--- src/rtl/sudoku_hex_streamer.sv ---
// Captures a packed 81-cell hex grid on start and streams it as ASCII over a
// valid/ready handshake, row-major, with an optional separator after each row.
module sudoku_hex_streamer #(
  parameter logic [7:0] BLANK_CHAR = 8'h2E,
  parameter logic [7:0] BAD_CHAR   = 8'h3F,
  parameter logic [7:0] ROW_SEP    = 8'h0A,
  parameter bit         EMIT_SEP   = 1'b1
) (
  input  logic         clk,
  input  logic         rst,
  input  logic         start,
  input  logic [323:0] hex,
  output logic         busy,
  output logic         done,
  output logic         out_valid,
  input  logic         out_ready,
  output logic [7:0]   out_char,
  output logic         out_last
);

  typedef enum logic [1:0] {
    S_IDLE,
    S_SEND,
    S_FIN
  } state_t;

  state_t         state_q;
  logic [323:0]   grid_q;
  logic [3:0]     row_q, col_q;
  logic           sep_q;
  logic           busy_q, done_q, valid_q, last_q;
  logic [7:0]     char_q;

  logic [3:0]     row_d, col_d;
  logic           sep_d;
  logic [7:0]     char_d;
  logic           last_d;
  logic           hs;

  function automatic logic [7:0] map_cell(input logic [3:0] v);
    logic [7:0] c;
    if (v == 4'd0) begin
      c = BLANK_CHAR;
    end else if (v <= 4'd9) begin
      c = 8'h30 + {4'd0, v};
    end else begin
      c = BAD_CHAR;
    end
    return c;
  endfunction

  function automatic logic [3:0] cell_at(input logic [323:0] g,
                                         input logic [3:0]   r,
                                         input logic [3:0]   c);
    logic [6:0] idx;
    idx = {3'd0, r} * 7'd9 + {3'd0, c};
    return g[{idx, 2'b00} +: 4];
  endfunction

  function automatic logic is_last(input logic [3:0] r, input logic [3:0] c,
                                   input logic s);
    logic l;
    if (EMIT_SEP) begin
      l = s && (r == 4'd8);
    end else begin
      l = !s && (r == 4'd8) && (c == 4'd8);
    end
    return l;
  endfunction

  assign hs = valid_q && out_ready;

  // Position and character that follow the one currently presented; the
  // final character never advances, so row/col stay within 0..8.
  always_comb begin
    // NOTE: every always_comb output gets a default first so no latch is inferred.
    row_d = row_q;
    col_d = col_q;
    sep_d = sep_q;
    if (!last_q) begin
      if (sep_q) begin
        sep_d = 1'b0;
        col_d = 4'd0;
        row_d = row_q + 4'd1;
      end else if (col_q != 4'd8) begin
        col_d = col_q + 4'd1;
      end else if (EMIT_SEP) begin
        sep_d = 1'b1;
      end else begin
        col_d = 4'd0;
        row_d = row_q + 4'd1;
      end
    end
    char_d = sep_d ? ROW_SEP : map_cell(cell_at(grid_q, row_d, col_d));
    last_d = is_last(row_d, col_d, sep_d);
  end

  // NOTE: the grid is pure datapath storage, so it is loaded on capture but not reset.
  always_ff @(posedge clk) begin
    if (!rst && state_q == S_IDLE && start) begin
      grid_q <= hex;
    end
  end

  // NOTE: sequential state uses non-blocking assignments only.
  always_ff @(posedge clk) begin
    if (rst) begin
      state_q <= S_IDLE;
      row_q   <= 4'd0;
      col_q   <= 4'd0;
      sep_q   <= 1'b0;
      busy_q  <= 1'b0;
      done_q  <= 1'b0;
      valid_q <= 1'b0;
      last_q  <= 1'b0;
      char_q  <= 8'h00;
    end else begin
      case (state_q)
        S_IDLE: begin
          done_q <= 1'b0;
          if (start) begin
            state_q <= S_SEND;
            row_q   <= 4'd0;
            col_q   <= 4'd0;
            sep_q   <= 1'b0;
            busy_q  <= 1'b1;
            valid_q <= 1'b1;
            char_q  <= map_cell(hex[3:0]);
            last_q  <= 1'b0;
          end
        end
        S_SEND: begin
          if (hs) begin
            if (last_q) begin
              state_q <= S_FIN;
              busy_q  <= 1'b0;
              valid_q <= 1'b0;
              done_q  <= 1'b1;
              char_q  <= 8'h00;
              last_q  <= 1'b0;
            end else begin
              row_q  <= row_d;
              col_q  <= col_d;
              sep_q  <= sep_d;
              char_q <= char_d;
              last_q <= last_d;
            end
          end
        end
        S_FIN: begin
          done_q  <= 1'b0;
          state_q <= S_IDLE;
        end
        default: begin
          state_q <= S_IDLE;
          busy_q  <= 1'b0;
          valid_q <= 1'b0;
          done_q  <= 1'b0;
        end
      endcase
    end
  end

  assign busy      = busy_q;
  assign done      = done_q;
  assign out_valid = valid_q;
  assign out_char  = char_q;
  assign out_last  = last_q;

endmodule

--- config.mk ---
export PLATFORM = sky130hd
export DESIGN_NAME = sudoku_hex_streamer
export DESIGN_NICKNAME = d
export VERILOG_FILES = /design/src/rtl/sudoku_hex_streamer.sv
export SDC_FILE = /design/constraint.sdc
export NUM_CORES = 1
export LEC_CHECK = 0
export ABC_CLOCK_PERIOD_IN_PS = 41100
export BUFFER_PORTS_ARGS = -buffer_cell sky130_fd_sc_hd__clkbuf_2
export CAP_MARGIN = 20
export CELL_PAD_IN_SITES_DETAIL_PLACEMENT = 1
export CELL_PAD_IN_SITES_GLOBAL_PLACEMENT = 1
export CORE_MARGIN = 2
export CORE_UTILIZATION = 35
export CTS_CLUSTER_DIAMETER = 120
export CTS_CLUSTER_SIZE = 12
export DETAILED_ROUTE_END_ITERATION = 12
export PLACE_DENSITY = 0.66
export SLEW_MARGIN = 30
export SYNTH_ARGS = -nofsm -noshare
export SYNTH_HDL_FRONTEND = slang
export SYNTH_SLANG_ARGS = --single-unit
export TNS_END_PERCENT = 20
--- constraint.sdc ---
create_clock -name clk -period 41.1 [get_ports clk]
set_clock_uncertainty 0.1 [all_clocks]
set_input_delay 4.11 -clock clk [delete_from_list [all_inputs] [get_ports clk]]
set_output_delay 4.11 -clock clk [all_outputs]
set_load 0.03 [all_outputs]
==> reports/metrics.yaml <==
cts_resized: 0
dieArea_um2: 41600
pwr-share-seq_pct: 54.4
track_usage_pct: 18.0
synth_top_area_share_pct: 69.6
synth.area.top_cells: "edfxtp_1 70%, mux4_2 12%, dfxtp_1 2.9%"
cap_violations: 0
vias: 7977
cts.path.max_buffers: 3
layout-drive-gt1-share_pct: 44.8
cts_tree: "built"
rsz0062_at_grt: "false"
h-tree-depth: 2
tightest_slew_ps: 1090
fin_setup_tns_ps: 0
place_congestion: 0.739
place_inst: 1549
synth-edff-count: 324
grt_max_degree: 193
vdd_drop_max_uv: 34.0
cp-start-kind: "input pin"
path_class: "input pin to register"
finalCritPeriodShare_pct: 14.9
crit_chain: "clkbuf_2 -> nor3_2 -> buf_4 -> buf_6"
maxSlewHeadroom_pct: 25.5
placed_area_um2: 16200
end_kind: "register"
slowest_delay_ps: 660
rows: 73
finalSetupViolCount: 0
whs_ps: 402
dr.first_iter.drc_count: 439
ys_seq_area_share_pct: 72.4
switching_share_pct: 21.3
final-max-slew-violation-count: 0
fmax_ghz: 0.163
synthFlopType: "edfxtp_1"
p_leak_nw: 6.28
numCtsBuffers: 34
powerDensity_nw_per_um2: 43.4
antenna_found_initial: 14
areaGrowthSynthToFinish_pct: 23.4
post_drt_wl_per_cell_um: 22.9
dp_hpwl_um: 26500
synthArstFlopShare_pct: 0
grt_pass1_wl_um: 54500
cpMaxStageDelayCell: "buf_4"
syn_area_um2: 14000
fillerInstances: 3931
p_total_mw: 0.749
yosysWarnings: 0
port_buffers: 337
postCtsSetupRepairBufs: 0
switching_power_mw: 0.160
min_period_ps: 6120
drc: 0
hold_viol: 0
cts_root_buf: "clkbuf_16"
cp_max_fo: 75
fin_nets: 1404
cts.reportedPaths.clkPinSlew_ps: 70
clkPwrFrac_pct: 38.9
drt-total-wl_um: 37000
p_int_mw: 0.589
cts_hold_buf: 0
synthDistinctLibCells: 62
crit_arrival_ps: 6180
worstSkewPairLatency_ps: 540
syn_area_per_cell_um2: 19.5
stdcell_count: 1613
comb_power_share_pct: 6.8
syn_inst: 716
dieHeight_um: 204
antenna_left: 0
first_global_vias: 8806
dr.pass1.iters: 6
critPathRequiredTime_ps: 41160
cts_sinks: 344
synth_largest_area_cell: "edfxtp_1"
outcome: "complete, no violations"
vias_per_cell: 4.95
initial_core_util_pct: 35.4
pin_count: 340
hold_class: "register to register"
core-area_um2: 39500
fin_area_um2: 17300
die_w_um: 204
grt-ovfl-total: 0
synth-seq-cells: 344
[final cells by class]
| class | instances | area (um^2) | area share, % |
|---|---|---|---|
| clock buffer | 49 | 928 | 5.38 |
| inverter | 4 | 15.0 | 0.0870 |
| sequential | 344 | 10100 | 58.7 |
| timing repair buffer | 345 | 1780 | 10.3 |
| clock inverter | 2 | 38.8 | 0.225 |
| tap | 525 | 657 | 3.81 |
| antenna | 12 | 30.0 | 0.174 |
| multi-input combinational | 332 | 3670 | 21.3 |
[power by group through the flow]
| stage | Clock, mW | Sequential (mW) | Combinational, mW |
|---|---|---|---|
| 4_1_cts | 0.299 | 0.407 | 0.0512 |
| 6_report | 0.291 | 0.407 | 0.0506 |
| 2_1_floorplan | 0 | 0.427 | 0.0245 |
| 3_3_place_gp | 0 | 0.414 | 0.0500 |
| 3_5_place_dp | 0 | 0.415 | 0.0511 |
| 5_1_grt | 0.312 | 0.408 | 0.0555 |
[cell usage in the layout (no fill, tap or decap), types with 5 or more instances in the layout]
master / n
clkbuf_2: 337
edfxtp_1: 324
mux4_2: 77
nor2_1: 35
clkbuf_16: 35
nand2_1: 31
mux2i_1: 21
dfxtp_1: 20
nor3_1: 14
clkbuf_1: 14
a21oi_1: 13
o21ai_0: 13
diode_2: 12
ha_1: 12
a22oi_1: 8
mux4_1: 8
nand3_1: 7
and3_1: 7
a211oi_1: 7
mux2_2: 6
o22ai_1: 5
buf_4: 5
[cell families (layout without fill, tap and decap cells)]
kind of cell	count (synthesis)	count (layout)	synth area share, %
and+or+nand+nor	121	121	4.19
DFF	344	344	72.4
muxes	112	112	15.9
adders and majority gates	15	15	1.40
xor gates and xnor gates	7	7	0.546
buffers and inverters	41	400	1.82
other	1	14	0.0268
AOI/OAI and AO/OA	75	75	3.71
[sequential cells by signal, indices dropped and copies added (netlist names)]
register   cells
grid_q       324
out_char       6
col_q          4
row_q          4
state_q        2
done           1
out_last       1
out_valid      1
sep_q          1
[per-layer routing]
metal  vias up  track usage [%]  share of wire [%]
met5         -                0               0.10
met4         6             9.15                3.6
met3        68             4.19                5.9
met2       258             29.2                 50
met1      4002             22.7                 40
li1       3643                -                  -
[worst paths after layout]
path                  from           to  slack (ps)  cells past startpoint
setup / recovery       rst   grid_q[75]       34980                      4
hold / removal        done         done         400                      2
setup reg to reg  out_last  out_char[4]       35140                     17
hold reg to reg       done         done         400                      2
[synthesized netlist by cell type (10+ instances only)]
| cell type | number |
|---|---|
| dfxtp_1 | 20 |
| mux2i_1 | 21 |
| nand2_1 | 31 |
| clkbuf_1 | 10 |
| nor3_1 | 15 |
| ha_1 | 14 |
| o21ai_0 | 13 |
| nor2_1 | 36 |
| edfxtp_1 | 324 |
| mux4_2 | 77 |
| buf_2 | 11 |
| a21oi_1 | 13 |
[per-stage QoR]
| stage | utilization [%] | worst slack (ps) |
|---|---|---|
| 4_1_cts | 43.5 | 34720 |
| 3_3_place_gp | 41.0 | 34240 |
| 3_5_place_dp | 41.0 | 34150 |
| 2_1_floorplan | - | 13130 |
| 5_1_grt | 43.6 | 34640 |
| 6_report | 43.6 | 34980 |
[critical path: cells and delay by family]
family        cells  cell delay, ps
buf+inv           3            1590
simple gates      1             370
Note: power is estimated with default switching activity, not from simulation.
